**src/rtl/alu_seq_pkg.sv**
```systemverilog
// alu_seq_pkg: shared definitions for the ALU sequencer slice.
//   - 4-bit request opcode constants
//   - 3-bit alu_control codes driven to the external combinational ALU
//   - FSM state type and branch-kind type
package alu_seq_pkg;

  localparam logic [3:0] OP_ADD = 4'b0000;
  localparam logic [3:0] OP_SUB = 4'b0001;
  localparam logic [3:0] OP_INV = 4'b0010;
  localparam logic [3:0] OP_LSL = 4'b0011;
  localparam logic [3:0] OP_LSR = 4'b0100;
  localparam logic [3:0] OP_AND = 4'b0101;
  localparam logic [3:0] OP_OR  = 4'b0110;
  localparam logic [3:0] OP_SLT = 4'b0111;
  localparam logic [3:0] OP_LD  = 4'b1000;
  localparam logic [3:0] OP_ST  = 4'b1001;
  localparam logic [3:0] OP_BEQ = 4'b1011;
  localparam logic [3:0] OP_BNE = 4'b1100;

  localparam logic [2:0] ALU_ADD = 3'b000;
  localparam logic [2:0] ALU_SUB = 3'b001;
  localparam logic [2:0] ALU_INV = 3'b010;
  localparam logic [2:0] ALU_LSL = 3'b011;
  localparam logic [2:0] ALU_LSR = 3'b100;
  localparam logic [2:0] ALU_AND = 3'b101;
  localparam logic [2:0] ALU_OR  = 3'b110;
  localparam logic [2:0] ALU_SLT = 3'b111;

  typedef enum logic [1:0] {
    IDLE = 2'b00,
    EXEC = 2'b01,
    DONE = 2'b10
  } state_t;

  typedef enum logic [1:0] {
    BR_NONE = 2'b00,
    BR_EQ   = 2'b01,
    BR_NE   = 2'b10
  } branch_t;

endpackage

```
**src/rtl/alu_op_decode.sv**
```systemverilog
// alu_op_decode: combinational request-opcode decoder.
// Ports:
//   opcode_i      in  4  request opcode
//   alu_control_o out 3  ALU operation code (ADD for LD/ST address add)
//   illegal_o     out 1  opcode not recognised (control falls back to ADD)
//   branch_o      out 2  branch kind, only when ALU_SEQ_CTRL_BRANCH_EN is defined
// Macro ALU_SEQ_CTRL_BRANCH_EN: adds BEQ/BNE (decoded as SUB).
module alu_op_decode
  import alu_seq_pkg::*;
(
  input  logic [3:0] opcode_i,
  output logic [2:0] alu_control_o,
`ifdef ALU_SEQ_CTRL_BRANCH_EN
  output branch_t    branch_o,
`endif
  output logic       illegal_o
);

  always_comb begin
    alu_control_o = ALU_ADD;
    illegal_o     = 1'b0;
`ifdef ALU_SEQ_CTRL_BRANCH_EN
    branch_o      = BR_NONE;
`endif
    case (opcode_i)
      OP_ADD: alu_control_o = ALU_ADD;
      OP_SUB: alu_control_o = ALU_SUB;
      OP_INV: alu_control_o = ALU_INV;
      OP_LSL: alu_control_o = ALU_LSL;
      OP_LSR: alu_control_o = ALU_LSR;
      OP_AND: alu_control_o = ALU_AND;
      OP_OR:  alu_control_o = ALU_OR;
      OP_SLT: alu_control_o = ALU_SLT;
      OP_LD,
      OP_ST:  alu_control_o = ALU_ADD;
`ifdef ALU_SEQ_CTRL_BRANCH_EN
      OP_BEQ: begin
        alu_control_o = ALU_SUB;
        branch_o      = BR_EQ;
      end
      OP_BNE: begin
        alu_control_o = ALU_SUB;
        branch_o      = BR_NE;
      end
`endif
      default: illegal_o = 1'b1;
    endcase
  end

endmodule

```
**src/rtl/alu_seq_ctrl.sv**
```systemverilog
// alu_seq_ctrl: sequences one request at a time through an external
// combinational ALU (IDLE -> EXEC -> DONE) and holds the result until
// the consumer accepts it.
// Ports:
//   clk, rst                   clock, asynchronous active-high reset
//   in_valid/in_ready          request handshake (ready only in IDLE)
//   in_opcode, in_a, in_b      request opcode and operands
//   alu_x, alu_y, alu_control  drive to the external ALU
//   alu_res, alu_zero          ALU result and zero flag (same cycle)
//   out_valid/out_ready        result handshake
//   out_res, out_zero          registered result and zero flag
//   out_illegal                result came from an unrecognised opcode
//   op_count                   saturating count of completed operations
//   out_branch_taken           only with ALU_SEQ_CTRL_BRANCH_EN
// Macro ALU_SEQ_CTRL_BRANCH_EN: enables BEQ/BNE and out_branch_taken.
module alu_seq_ctrl
  import alu_seq_pkg::*;
#(
  parameter int unsigned DATA_W = 16
) (
  input  logic              clk,
  input  logic              rst,
  input  logic              in_valid,
  output logic              in_ready,
  input  logic [3:0]        in_opcode,
  input  logic [DATA_W-1:0] in_a,
  input  logic [DATA_W-1:0] in_b,
  output logic [DATA_W-1:0] alu_x,
  output logic [DATA_W-1:0] alu_y,
  output logic [2:0]        alu_control,
  input  logic [DATA_W-1:0] alu_res,
  input  logic              alu_zero,
  output logic              out_valid,
  input  logic              out_ready,
  output logic [DATA_W-1:0] out_res,
  output logic              out_zero,
  output logic              out_illegal,
`ifdef ALU_SEQ_CTRL_BRANCH_EN
  output logic              out_branch_taken,
`endif
  output logic [15:0]       op_count
);

  state_t            state_q, state_d;
  logic [3:0]        op_q, op_d;
  logic [DATA_W-1:0] a_q, a_d;
  logic [DATA_W-1:0] b_q, b_d;
  logic [DATA_W-1:0] res_q, res_d;
  logic              zero_q, zero_d;
  logic              ill_q, ill_d;
  logic [15:0]       cnt_q, cnt_d;
  logic [2:0]        dec_ctrl;
  logic              dec_ill;
`ifdef ALU_SEQ_CTRL_BRANCH_EN
  branch_t           dec_br;
  logic              br_q, br_d;
`endif

  // Decode the captured opcode, so the decode is stable for the whole EXEC cycle.
  alu_op_decode u_dec (
    .opcode_i      (op_q),
    .alu_control_o (dec_ctrl),
`ifdef ALU_SEQ_CTRL_BRANCH_EN
    .branch_o      (dec_br),
`endif
    .illegal_o     (dec_ill)
  );

  always_comb begin
    state_d     = state_q;
    op_d        = op_q;
    a_d         = a_q;
    b_d         = b_q;
    res_d       = res_q;
    zero_d      = zero_q;
    ill_d       = ill_q;
    cnt_d       = cnt_q;
`ifdef ALU_SEQ_CTRL_BRANCH_EN
    br_d        = br_q;
`endif
    alu_control = ALU_ADD;
    case (state_q)
      IDLE: begin
        if (in_valid) begin
          op_d    = in_opcode;
          a_d     = in_a;
          b_d     = in_b;
          state_d = EXEC;
        end
      end
      EXEC: begin
        alu_control = dec_ctrl;
        res_d       = alu_res;
        zero_d      = alu_zero;
        ill_d       = dec_ill;
`ifdef ALU_SEQ_CTRL_BRANCH_EN
        case (dec_br)
          BR_EQ:   br_d = alu_zero;
          BR_NE:   br_d = ~alu_zero;
          default: br_d = 1'b0;
        endcase
`endif
        state_d = DONE;
      end
      DONE: begin
        if (out_ready) begin
          state_d = IDLE;
          if (cnt_q != '1) begin
            cnt_d = cnt_q + 16'd1;
          end
        end
      end
      default: state_d = IDLE;
    endcase
  end

  always_ff @(posedge clk or posedge rst) begin
    if (rst) begin
      state_q <= IDLE;
      op_q    <= '0;
      a_q     <= '0;
      b_q     <= '0;
      res_q   <= '0;
      zero_q  <= 1'b0;
      ill_q   <= 1'b0;
      cnt_q   <= '0;
`ifdef ALU_SEQ_CTRL_BRANCH_EN
      br_q    <= 1'b0;
`endif
    end else begin
      state_q <= state_d;
      op_q    <= op_d;
      a_q     <= a_d;
      b_q     <= b_d;
      res_q   <= res_d;
      zero_q  <= zero_d;
      ill_q   <= ill_d;
      cnt_q   <= cnt_d;
`ifdef ALU_SEQ_CTRL_BRANCH_EN
      br_q    <= br_d;
`endif
    end
  end

  // rst is folded in so ready drops in the same cycle reset is raised.
  assign in_ready    = (state_q == IDLE) && !rst;
  assign out_valid   = (state_q == DONE);
  assign alu_x       = a_q;
  assign alu_y       = b_q;
  assign out_res     = res_q;
  assign out_zero    = zero_q;
  assign out_illegal = ill_q;
  assign op_count    = cnt_q;
`ifdef ALU_SEQ_CTRL_BRANCH_EN
  assign out_branch_taken = br_q;
`endif

endmodule
```
**config.mk**
```make
export PLATFORM = sky130hd
export DESIGN_NAME = alu_seq_ctrl
export DESIGN_NICKNAME = d
export VERILOG_FILES = /design/src/rtl/alu_seq_pkg.sv /design/src/rtl/alu_op_decode.sv /design/src/rtl/alu_seq_ctrl.sv
export SDC_FILE = /design/constraint.sdc
export NUM_CORES = 1
export LEC_CHECK = 0
export ABC_AREA = 1
export BUFFER_PORTS_ARGS = -buffer_cell sky130_fd_sc_hd__buf_2
export CAP_MARGIN = 40
export CORE_MARGIN = 3
export CORE_UTILIZATION = 48
export CTS_BUF_LIST = sky130_fd_sc_hd__clkbuf_16
export DETAILED_ROUTE_END_ITERATION = 8
export PLACE_DENSITY_LB_ADDON = 0.12
export SETUP_SLACK_MARGIN = 0.1
export SLEW_MARGIN = 20
export SYNTH_ARGS = -nofsm -noshare
export SYNTH_HDL_FRONTEND = slang
export SYNTH_SLANG_ARGS = --single-unit
```
**constraint.sdc**
```tcl
create_clock -name clk -period 2.2 [get_ports clk]
set_input_delay 0.22 -clock clk [delete_from_list [all_inputs] [get_ports clk]]
set_output_delay 0.22 -clock clk [all_outputs]
set_load 0.02 [all_outputs]
```
* Word-level counts from Yosys, hierarchy flattened
Cells that the tools add are included.
** Operators by class
- Reduce and logical (&&, ||, !) cells :: 8
- Multiplexer cells :: 6
- Add/sub/neg operators :: 1
- Equality and inequality tests :: 14
** Operator list (number)
- $pmux 3 s7 :: 1
- $add 16x1->16 const B :: 1
- $eq 4x3->1 const B :: 4
- $ne 16x16->1 const B :: 1
- $reduce_or 10->1 :: 1
- $eq 4x2->1 const B :: 2
- $eq 4x4->1 const B :: 2
- $pmux 2 s3 :: 1
- $eq 4x1->1 const B :: 1
- $logic_not 4->1 :: 1
- $mux 2 :: 2
- $reduce_and 2->1 :: 2
- $mux 3 :: 1
- $reduce_and 3->1 :: 1
- $eq 2x1->1 const B :: 1
- $eq 2x2->1 const B :: 1
- $logic_not 2->1 :: 1
- $ne 2x1->1 const B :: 1
- $ne 2x2->1 const B :: 1
- $logic_and 1x1->1 :: 1
- $logic_not 1->1 :: 1
- $mux 1 :: 1
** Storage, ports and cells
- Word-level logic and storage cells :: 37
- Register bits :: 72

* Depth between registers and ports, before layout
Gate-level depths: netlist (run 1).
- Depth in word-level cells :: 3
- Depth in mapped cells :: 8

* By module
From an unflattened synthesis (run 1), not the netlist that was laid out.
** Second synthesis, totals
- Cell total of the unflattened synthesis :: 366
- Area, all modules :: 3203.1 um^2
** Modules (own cells, without submodules)
- alu_seq_ctrl :: area an instance 3169.3 um^2, seq. area each 1801.7 um^2, instances 1, cells an instance 357
- alu_op_decode :: area an instance 33.8 um^2, seq. area each 0.0 um^2, instances 1, cells an instance 9

* Worst setup path before layout (run 1)
OpenSTA, ideal clock, no wires.
- Path type :: reg2out
- Start point :: register state_q[1]
- End point :: output alu_control[0]
- Cell stages (with the launch flop) :: 5
- Path slack :: 0.641 ns
- Data arrival time :: 1.339 ns
- Cell sequence :: dfrtp_1 nor2_4 inv_2 buf_2 nor3_1
** Between the ends
- Longest elaborated chain between the ends :: 2
** Ends and longest elaborated chain
- from (decl) :: RTL line alu_seq_ctrl.sv:44 : state_t state_q, state_d;
- from (signal assigned) :: RTL line alu_seq_ctrl.sv:131 : state_q <= state_d;
- $eq 2x1->1 :: RTL line alu_seq_ctrl.sv:82 : case (state_q)
- $mux 3 :: RTL line alu_seq_ctrl.sv:82
- to (decl) :: RTL line alu_seq_ctrl.sv:30 : output logic [2:0] alu_control,
Every way passes these cells.

* Final worst setup path (run 1)
- Start point :: register state_q[1]
- End point :: output alu_control[2]
The elaborated chain is that of the path after synthesis.

==> results of run 1 <==
sequential cells by signal, summed over array words and instances (netlist names):
signal	count
op_count	16
alu_x	16
alu_y	16
out_res	16
state_q	2
out_illegal	1
out_zero	1
op_q	4
cells by family after synthesis:
family | count (synthesis)
fa+ha+maj | 1
flops | 72
simple gates | 274
xor+xnor | 5
compound gates | 5
buf+inv | 35
how the worst max path moves through the flow:
stage                      to        start  cells after the start  slack, ns
2_1_floorplan        alu_x[0]          rst                      1       0.16
3_3_place_gp      op_count[8]  op_count[0]                      7       0.76
3_5_place_dp      op_count[2]  op_count[0]                      8       0.74
4_1_cts        alu_control[2]   state_q[1]                      4       0.46
5_1_grt        alu_control[2]   state_q[1]                      4       0.37
6_report       alu_control[2]   state_q[1]                      4       0.48
layer usage:
layer	up-vias	share of wire, %	routed length [um]
met3	14	6.9	516
met1	1336	44	3290
met2	92	47	3500
met4	0	2.3	169
met5	-	0	0
li1	1451	-	-
power groups by stage:
| stage | sequential [mW] | combinational, mW | clock, mW |
|---|---|---|---|
| final | 2.15 | 2.15 | 1.59 |
| after floorplan | 2.74 | 0.840 | 0 |
| after detailed placement | 2.15 | 2.19 | 0 |
| after global placement | 2.15 | 2.14 | 0 |
| after global routing | 2.23 | 2.38 | 1.68 |
| after CTS | 2.15 | 2.19 | 1.62 |
critical path, stage by stage (launching register included):
cell	delay [ns]
dfrtp_1	0.46
nor2_4	0.14
inv_2	0.16
nor3_1	0.20
buf_2	0.20
layout by cell type (no fill, tap or decap), drive strengths merged:
cell,count
xor2,4
nor2,21
dfrtp,72
xnor2,1
nand3,9
inv,26
ha,1
clkinv,1
nand2,232
clkbuf,9
buf,130
dlygate4sd3,1
bufinv,3
nand3b,3
o211ai,1
nor3,4
nand4,5
o21ai,4
per-stage QoR:
stage          cell area, um^2  worst slack [ns]  hold WS (ns)  util [%]
6_report                  4270             0.481        0.0878      66.4
5_1_grt                   4270             0.365        0.0871      66.4
4_1_cts                   4270             0.458        0.0801      66.4
3_5_place_dp              3930             0.736         0.323      61.2
3_3_place_gp              3930             0.763         0.315      61.2
2_1_floorplan             3220             0.155         0.327         -
cell type report:
type	count	area, um^2	share of cell area [%]
clock buffer	9	225	5.28
clock inverter	6	101	2.38
inverter	24	90.1	2.11
multi-input combinational	285	1270	29.8
sequential	72	1800	42.2
tap	77	96.3	2.26
timing repair buffer	131	681	16.0
==> results by group, run 1 <==
Outcome
  • Status: completed

STA
  • Minimum clock period: 1.72 ns
  • Slew HR: 59.0%
  • Worst-Margin Slew: 0.614 ns
  • Slew Viols, Final: 0
  • Final Cycle Share: 78.1%
  • Final setup TNS: 0 ns
  • Setup-failing EPs final: 0
  • Layout Skew: 0.00400 ns
  • RSZ-0062 raised after global routing: false
  • Final Hold Vio Count: 0
  • FMAX: 582 MHz

Yosys
  • Net Count, Synth: 450
  • Most instantiated cells after synthesis: nand2_1, dfrtp_1, inv_1
  • Post-synth ARST share: 100%
  • Mapped Cells: 392
  • Largest family of logic cells by synthesized area: simple AND/OR/NAND/NOR gates
  • Post-synth EDFFs: 0
  • Compound-Gate Fraction of Synth Area: 0.854%
  • Post-Synth Simple-Gate Area: 36.8%
  • Seq/Total Area, Yosys: 55.9%
  • Number of distinct library cells after synthesis: 23
  • Synth warn: 0
  • Synth Area in Adders: 0.388%
  • XOR/XNOR share of the synthesized area: 1.36%
  • Mux contribution to synthesized area: 0%
  • Synth area leaders: dfrtp_1, nand2_1, nor2_4, inv_1, buf_2
  • Syn Std Cell Area: 3220 um^2
  • Cell taking the most area after synthesis: dfrtp_1
  • Ys flop type: dfrtp_1
  • Avg Inst Size Synth: 8.22 um^2
  • Synth top area share: 55.9%
  • Cell with the most instances after synthesis: nand2_1
  • Register bit total from synthesis: 72

Floorplanning
  • Initial Util: 50.2%
  • Num rows: 29
  • Die ar.: 7730 um^2
  • Die W: 87.9 um
  • Area of the core: 6420 um^2
  • I/O pin count: 128
  • Chip Height: 87.9 um

Power and ir drop
  • Sw Pwr: 2.28 mW
  • Int Pwr: 3.62 mW
  • Sequential power share: 36.5%
  • Switching part of the total: 38.6%
  • Power per cell area: 1380 nW/um^2
  • Max rail drop VDD: 748 uV
  • Clock network power share: 27.0%
  • Total power: 5.90 mW
  • Power share of the combinational group: 36.5%
  • Leakage: 2.45 nW

Placed design
  • GP Congestion: 0.834
  • Post-detail-place hpwl: 5.33 mm
  • Dpl cells: 588
  • IO Port Bufs: 127

Min path
  • Worst Hold Class: in -> reg
  • Min-delay src: in_a[12]
  • Worst Hold Depth: 3
  • Hold Path End: alu_x[12]

Drt
  • Routed len/inst: 12.4 um
  • Antenna Nets Post-Route: 0
  • Final WL: 7.47 mm
  • Vias: 2893
  • DR vias/cell: 4.79
  • Drt first pass iters: 5
  • Post-route DRC violation count: 0
  • DR iter-0 viols: 160

Clock tree
  • Clock Tree Root: clkbuf_16
  • Cts bufs inserted: 9
  • CTS clock-pin slew for the worst setup and hold paths: 0.06 ns
  • Post-CTS setup buffer count: 0
  • # hold bufs at CTS: 1
  • Later-pin clock latency in the skew report: 0.32 ns
  • CTS tree: yes
  • Clock sinks: 72
  • # resized after CTS: 0
  • Clk buf depth: 2
  • Htree depth: 3

Worst setup path
  • CP startpoint kind: flip-flop
  • Reg-to-reg startpoint: op_count[0]
  • Worst reg2reg endpoint: op_count[1]
  • Crit Path Class: reg -> out
  • Worst-path maximum fanout: 22
  • Reg2reg setup slack: 0.72 ns
  • R2R cell count: 7
  • CP required: 1.98 ns
  • Worst Path Arrival: 1.50 ns
  • Type of destination of the critical path: output pin

Global routing
  • Met2 global-route usage: 33.2%
  • Vias in the first global route: 2705
  • Antenna violations before repair: 0
  • Largest net degree at the start of global routing: 49
  • Gr busiest metal: met2
  • Met1 Use GR: 26.2%
  • Gr usage total: 20.6%
  • Global-route wire length before repair: 12.3 mm
  • Total congestion overflow: 0
  • Met3 usage: 5.17%

Finish
  • FILL cells: 557
  • Fin nets: 581
  • Finished Layout Cells: 604
  • Area Overhead vs Synth: 32.3%
  • Layout cells sized above 1: 32.1%
  • # diodes: 0

Flow run
  • MaxCap Viol Count: 0
Power figures use the tool's default switching activity.
==> run 2, diff against run 1 <==
Clock period 2.2 ns to 1.7 ns, I/O delays scaled along.
==> run 2 against run 1 <==
  * Worst hold slack worse by 0.047 ns
  * Final cell count up 0.83%
  * Combinational power up 32%
  * Critical path depth unchanged
  * Register-to-register slack worse by 0.49 ns
  * Cell area down 0.29%
  * Sequential power up 30%
  * Critical path type unchanged
  * Critical endpoint unchanged
==> results by group, run 2 (synthesis results as in run 1) <==
Outcome
  • Status: completed

STA
  • Final WS setup: 0.162 ns (-0.320 ns)
  • Final Hold Vio Count: 0 (unchanged)
  • Layout Skew: 0.00447 ns (+0.000475 ns)
  • Setup-failing EPs final: 0 (unchanged)
  • Final Cycle Share: 90.5%
  • Slew Viols, Final: 0 (unchanged)
  • FMAX: 650 MHz
  • Minimum clock period: 1.54 ns
  • Slew HR: 62.5% (+3.5 points)
  • Final setup TNS: 0 ns (unchanged)
  • Worst-Margin Slew: 0.561 ns (-0.0531 ns)
  • RSZ-0062 raised after global routing: true

Worst setup path
  • CP max stage cell: dfrtp_1
  • Worst Path Arrival: 1.37 ns (-0.13 ns)
  • Crit Path Class: reg -> out
  • Type of destination of the critical path: output pin
  • CP required: 1.53 ns (-0.45 ns)
  • Launch point of the worst path: state_q[1]
  • Critical-path cell list: nor2_4 > inv_2 > nor3_1 > buf_2
  • CP startpoint kind: flip-flop
  • Reg-to-reg startpoint: op_count[0]
  • Worst-path maximum fanout: 6 (-73%)
  • Slowest stage delay, CP: 0.47 ns (about the same)

Drt
  • DR vias/cell: 4.74 (-0.99%)
  • Antenna Nets Post-Route: 0 (unchanged)
  • Routed len/inst: 12.4 um (+0.11%)
  • Post-route DRC violation count: 0 (unchanged)
  • Vias: 2888 (-0.17%)
  • Final WL: 7.54 mm (+0.94%)
  • Drt first pass iters: 4 (-1)
  • DR iter-0 viols: 151 (-5.6%)

Finish
  • Commonest non-fill, non-tap cell in the layout: nand2_1
  • Fin nets: 586 (+0.86%)
  • Most frequent cells in the layout: nand2_1, buf_2, dfrtp_1
  • FILL cells: 546 (-2.0%)
  • Layout cells sized above 1: 32.9% (+0.83 points)
  • Area Overhead vs Synth: 31.9%
  • # diodes: 0 (unchanged)

Clock tree
  • Cts bufs inserted: 9 (unchanged)
  • Clock Tree Root: clkbuf_16
  • Post-CTS setup buffer count: 0 (unchanged)
  • CTS clock-pin slew for the worst setup and hold paths: 0.05 ns (about the same)
  • CTS tree: yes
  • Later-pin clock latency in the skew report: 0.32 ns (about the same)
  • Htree depth: 3 (unchanged)
  • Clock sinks: 72 (unchanged)
  • Clk buf depth: 2 (unchanged)

Power and ir drop
  • Leakage: 2.44 nW (-0.24%)
  • Power per cell area: 1700 nW/um^2 (+23%)
  • Total power: 7.24 mW (+23%)
  • Max rail drop VDD: 963 uV (+29%)

Global routing
  • Vias in the first global route: 2723 (+0.67%)
  • Antenna violations before repair: 0 (unchanged)
  • Gr usage total: 20.7% (+0.11 points)
  • Global-route wire length before repair: 12.5 mm (+1.7%)
  • Largest net degree at the start of global routing: 34 (-31%)
  • Total congestion overflow: 0 (unchanged)

Floorplanning
  • Initial Util: 50.2% (unchanged)
  • Chip Height: 87.9 um (unchanged)
  • I/O pin count: 128 (unchanged)
  • Die ar.: 7730 um^2 (unchanged)
  • Num rows: 29 (unchanged)
  • Area of the core: 6420 um^2 (unchanged)
  • Die W: 87.9 um (unchanged)

Min path
  • Min-delay src: in_a[8]
  • Worst Hold Class: in -> reg

Placed design
  • DP Worst Slack: 0.227 ns (-0.509 ns)
  • Post-detail-place hpwl: 5.54 mm (+3.9%)
  • IO Port Bufs: 127 (unchanged)
  • GP Congestion: 0.863 (+3.5%)

Flow run
  • MaxCap Viol Count: 0 (unchanged)
## run 2: power breakdown
part / internal, mW / total, mW / switching [mW]
Combinational: 0.927 / 2.83 / 1.91
Clock: 0.958 / 1.61 / 0.650
Sequential: 2.39 / 2.80 / 0.409
Total: 4.27 / 7.24 / 2.97
## run 2: final timing paths
kind	end	slack, ns	depth (start not counted)
worst max register to register	op_count[4]	0.23	8
worst min register to register	out_res[14]	0.46	2
max in group asynchronous	op_count[14]	0.70	4
min in group asynchronous	op_q[1]	0.49	3
worst min-delay path	alu_x[8]	0.04	3
worst max-delay path	alu_control[2]	0.16	4
## run 2: final cells by class
| type | count | area [um^2] | share of cell area (%) |
|---|---|---|---|
| flip-flops and latches | 72 | 1800 | 42.4 |
| inverters | 24 | 93.8 | 2.21 |
| multi-input cells | 285 | 1270 | 30.0 |
| repair buffers | 136 | 731 | 17.2 |
| clock buffers | 9 | 225 | 5.30 |
| clock inverters | 6 | 30.0 | 0.706 |
| well taps | 77 | 96.3 | 2.27 |
## run 2: metal layers
layer,track usage (%),vias to the layer above,wire length (um)
met2,33.6,93,3550
li1,-,1461,-
met4,6.42,0,110
met1,26.7,1324,3320
met5,0,-,0
met3,6.49,10,564
## run 2: what timing repair did
item                                   in CTS  in global routing
endpoints found under the hold margin      20                  0
hold buffers                                1                  0
setup endpoints to repair                   0                 10
gates resized for setup                     0                  1
## run 2: metrics by stage
step	area (um^2)	cells	hold WS, ns	util (%)
floorplan	3230	392	0.277	-
global placement	3980	593	0.245	62.0
detailed placement	3980	593	0.271	62.0
CTS	4250	609	0.0319	66.1
global route	4250	609	0.0422	66.2
finish	4250	609	0.0406	66.2
## run 2: critical path: cells and delay by family (launching register included)
family | cells | cell delay, ns
DFF | 1 | 0.47
and+or+nand+nor | 2 | 0.31
buffers and inverters | 2 | 0.27
==> run 3, diff against run 2 <==
Settings changed: RECOVER_POWER set to 25.
==> run 3 against run 2 <==
  * Routed wire length is 0.34% higher
  * Largest power group is now sequential cells
  * Total power is 1.2% lower
  * Critical path depth stayed put
  * Critical path type unchanged
  * Clock skew hardly changed
==> results by group, run 3 (synthesis results as in run 1) <==
Min path
  • Worst Hold Class: in -> reg
  • Worst Hold Depth: 3 (unchanged)
  • Hold Path End: alu_x[8]
  • Min-delay src: in_a[8]

STA
  • Slew Viols, Final: 0 (unchanged)
  • Slew HR: 23.9% (-39 points)
  • Hold Slack: 0.0405 ns (-0.000157 ns)
  • Final Hold Vio Count: 0 (unchanged)
  • RSZ-0062 raised after global routing: true
  • Final Cycle Share: 90.4% (-0.14 points)
  • Layout Skew: 0.00482 ns (+0.000351 ns)
  • Final setup TNS: 0 ns (unchanged)
  • Setup-failing EPs final: 0 (unchanged)
  • Minimum clock period: 1.54 ns (-0.00236 ns)
  • Worst-Margin Slew: 1.14 ns (+0.575 ns)
  • FMAX: 651 MHz (+0.15%)

Global routing
  • Antenna violations before repair: 0 (unchanged)
  • Total congestion overflow: 0 (unchanged)
  • Gr usage total: 20.7% (unchanged)
  • Vias in the first global route: 2723 (unchanged)
  • Global-route wire length before repair: 12.5 mm (unchanged)
  • Largest net degree at the start of global routing: 34 (unchanged)

Worst setup path
  • Critical-path cell list: nor2_4 > inv_2 > nor3_1 > buf_2
  • CP bufs+invs: 2 (unchanged)
  • Worst Path Arrival: 1.37 ns (about the same)
  • CP max stage cell: dfrtp_1
  • Slowest stage delay, CP: 0.46 ns (about the same)
  • R2R cell count: 8 (unchanged)
  • Reg-to-reg startpoint: op_count[0]
  • Worst reg2reg endpoint: op_count[4]
  • Worst-path maximum fanout: 6 (unchanged)
  • Largest delay share family, worst path: flip-flops
  • CP startpoint kind: flip-flop
  • Crit Path Class: reg -> out
  • Type of destination of the critical path: output pin
  • Reg2reg setup slack: 0.23 ns (about the same)
  • CP required: 1.53 ns (about the same)

Clock tree
  • Cts bufs inserted: 9 (unchanged)
  • CTS tree: yes
  • Clk buf depth: 2 (unchanged)
  • Clock Tree Root: clkbuf_16
  • Later-pin clock latency in the skew report: 0.32 ns (about the same)
  • Htree depth: 3 (unchanged)
  • CTS clock-pin slew for the worst setup and hold paths: 0.05 ns (about the same)
  • Clock sinks: 72 (unchanged)
  • Post-CTS setup buffer count: 0 (unchanged)

Finish
  • Most frequent cells in the layout: nand2_1, buf_2, dfrtp_1
  • Register area: 1800 um^2 (unchanged)
  • # diodes: 0 (unchanged)
  • Area Overhead vs Synth: 30.6%
  • Fin nets: 586 (unchanged)
  • Fin util: 65.5% (-0.68 points)
  • Area of the multi-input gates: 1270 um^2 (unchanged)
  • Commonest non-fill, non-tap cell in the layout: nand2_1
  • Layout cells sized above 1: 26.5% (-6.4 points)
  • Final instance area: 4210 um^2 (-1.0%)
  • FILL cells: 566 (+3.7%)

Placed design
  • Post-detail-place hpwl: 5.54 mm (unchanged)
  • IO Port Bufs: 127 (unchanged)
  • Post-place instance area: 3980 um^2 (unchanged)
  • GP Congestion: 0.863 (unchanged)

Drt
  • Antenna Nets Post-Route: 0 (unchanged)
  • Met2 wire length: 3.55 mm (unchanged)
  • Drt first pass iters: 4 (unchanged)
  • DR vias/cell: 4.77 (+0.66%)
  • DR iter-0 viols: 131 (-13%)
  • Top Layer Used: met4
  • Vias: 2907 (+0.66%)
  • Final WL: 7.57 mm (+0.34%)
  • Routed len/inst: 12.4 um (+0.34%)
  • Post-route DRC violation count: 0 (unchanged)
  • M1 WL: 3.34 mm (+0.39%)
  • Routed met3 length: 576 um (+2.1%)

Power and ir drop
  • Sw Pwr: 2.98 mW (+0.43%)
  • Int Pwr: 4.17 mW (-2.4%)
  • Switching part of the total: 41.7% (+0.69 points)
  • Sequential power share: 39.3% (+0.7 points)
  • Leakage: 2.34 nW (-4.3%)
  • Power per cell area: 1700 nW/um^2 (-0.21%)
  • Total power: 7.15 mW (-1.2%)
  • Clock network power share: 22.5% (+0.3 points)
  • Max rail drop VDD: 967 uV (+0.39%)
  • Power share of the combinational group: 38.2% (-0.9 points)

Floorplanning
  • Chip Height: 87.9 um (unchanged)
  • Area of the core: 6420 um^2 (unchanged)
  • Die ar.: 7730 um^2 (unchanged)
  • Die W: 87.9 um (unchanged)
  • I/O pin count: 128 (unchanged)
  • Initial Util: 50.2% (unchanged)
  • Num rows: 29 (unchanged)

Flow run
  • MaxCap Viol Count: 0 (unchanged)

Outcome
  • Status: completed
[run 3: cell types whose count changed in the layout (fill, tap and decap cells not counted), sizes merged]
cell,delta
buf,-33
clkbuf,+33
[run 3: power by group through the flow]
| stage | registers (mW) | logic, mW | clock network (mW) |
|---|---|---|---|
| floorplan | 3.54 | 1.09 | 0 |
| global placement | 2.79 | 2.81 | 0 |
| detailed placement | 2.80 | 2.87 | 0 |
| CTS | 2.80 | 2.87 | 1.65 |
| global route | 2.91 | 3.03 | 1.73 |
| finish | 2.81 | 2.73 | 1.61 |
[run 3: repair_timing]
item | in CTS | in global routing
hold buffers | 1 | 0
endpoints found under the hold margin | 20 | 0
setup endpoints to repair | 0 | 10
resized for setup | 0 | 1
[run 3: metrics by stage]
stage,cells,setup slack (ns)
after floorplan,392,0.191
after global placement,593,0.274
after detailed placement,593,0.227
after CTS,609,0.165
after global routing,609,0.0856
final,609,0.164
[run 3: worst max-delay path by stage]
stage / depth (start not counted) / to / start / slack [ns]
global placement: 7 / op_count[8] / op_count[0] / 0.27
global route: 7 / op_count[2] / op_count[1] / 0.09
finish: 4 / alu_control[2] / state_q[1] / 0.16
detailed placement: 7 / op_count[8] / op_count[1] / 0.23
floorplan: 4 / alu_control[0] / state_q[1] / 0.19
CTS: 4 / alu_control[2] / state_q[1] / 0.16
[run 3: area by class of cell]
type | instances | area share, %
inverters | 24 | 2.17
flip-flops and latches | 72 | 42.8
clock buffers | 9 | 5.35
clock inverters | 6 | 0.713
multi-input cells | 285 | 30.3
well taps | 77 | 2.29
repair buffers | 136 | 16.4
[run 3: worst reg2reg max path: stages, from the launching register on]
cell     delay [ns]
dfrtp_1        0.41
ha_1           0.25
nand3_2        0.12
inv_2          0.08
nand2_2        0.11
nor2_4         0.06
nor2_4         0.21
nand2_1        0.09
nand2_1        0.08
[run 3: layer usage]
| metal | track usage, % | up-vias |
|---|---|---|
| li1 | - | 1461 |
| met3 | 6.49 | 10 |
| met2 | 33.6 | 96 |
| met1 | 26.7 | 1340 |
| met4 | 6.42 | 0 |
| met5 | 0 | - |
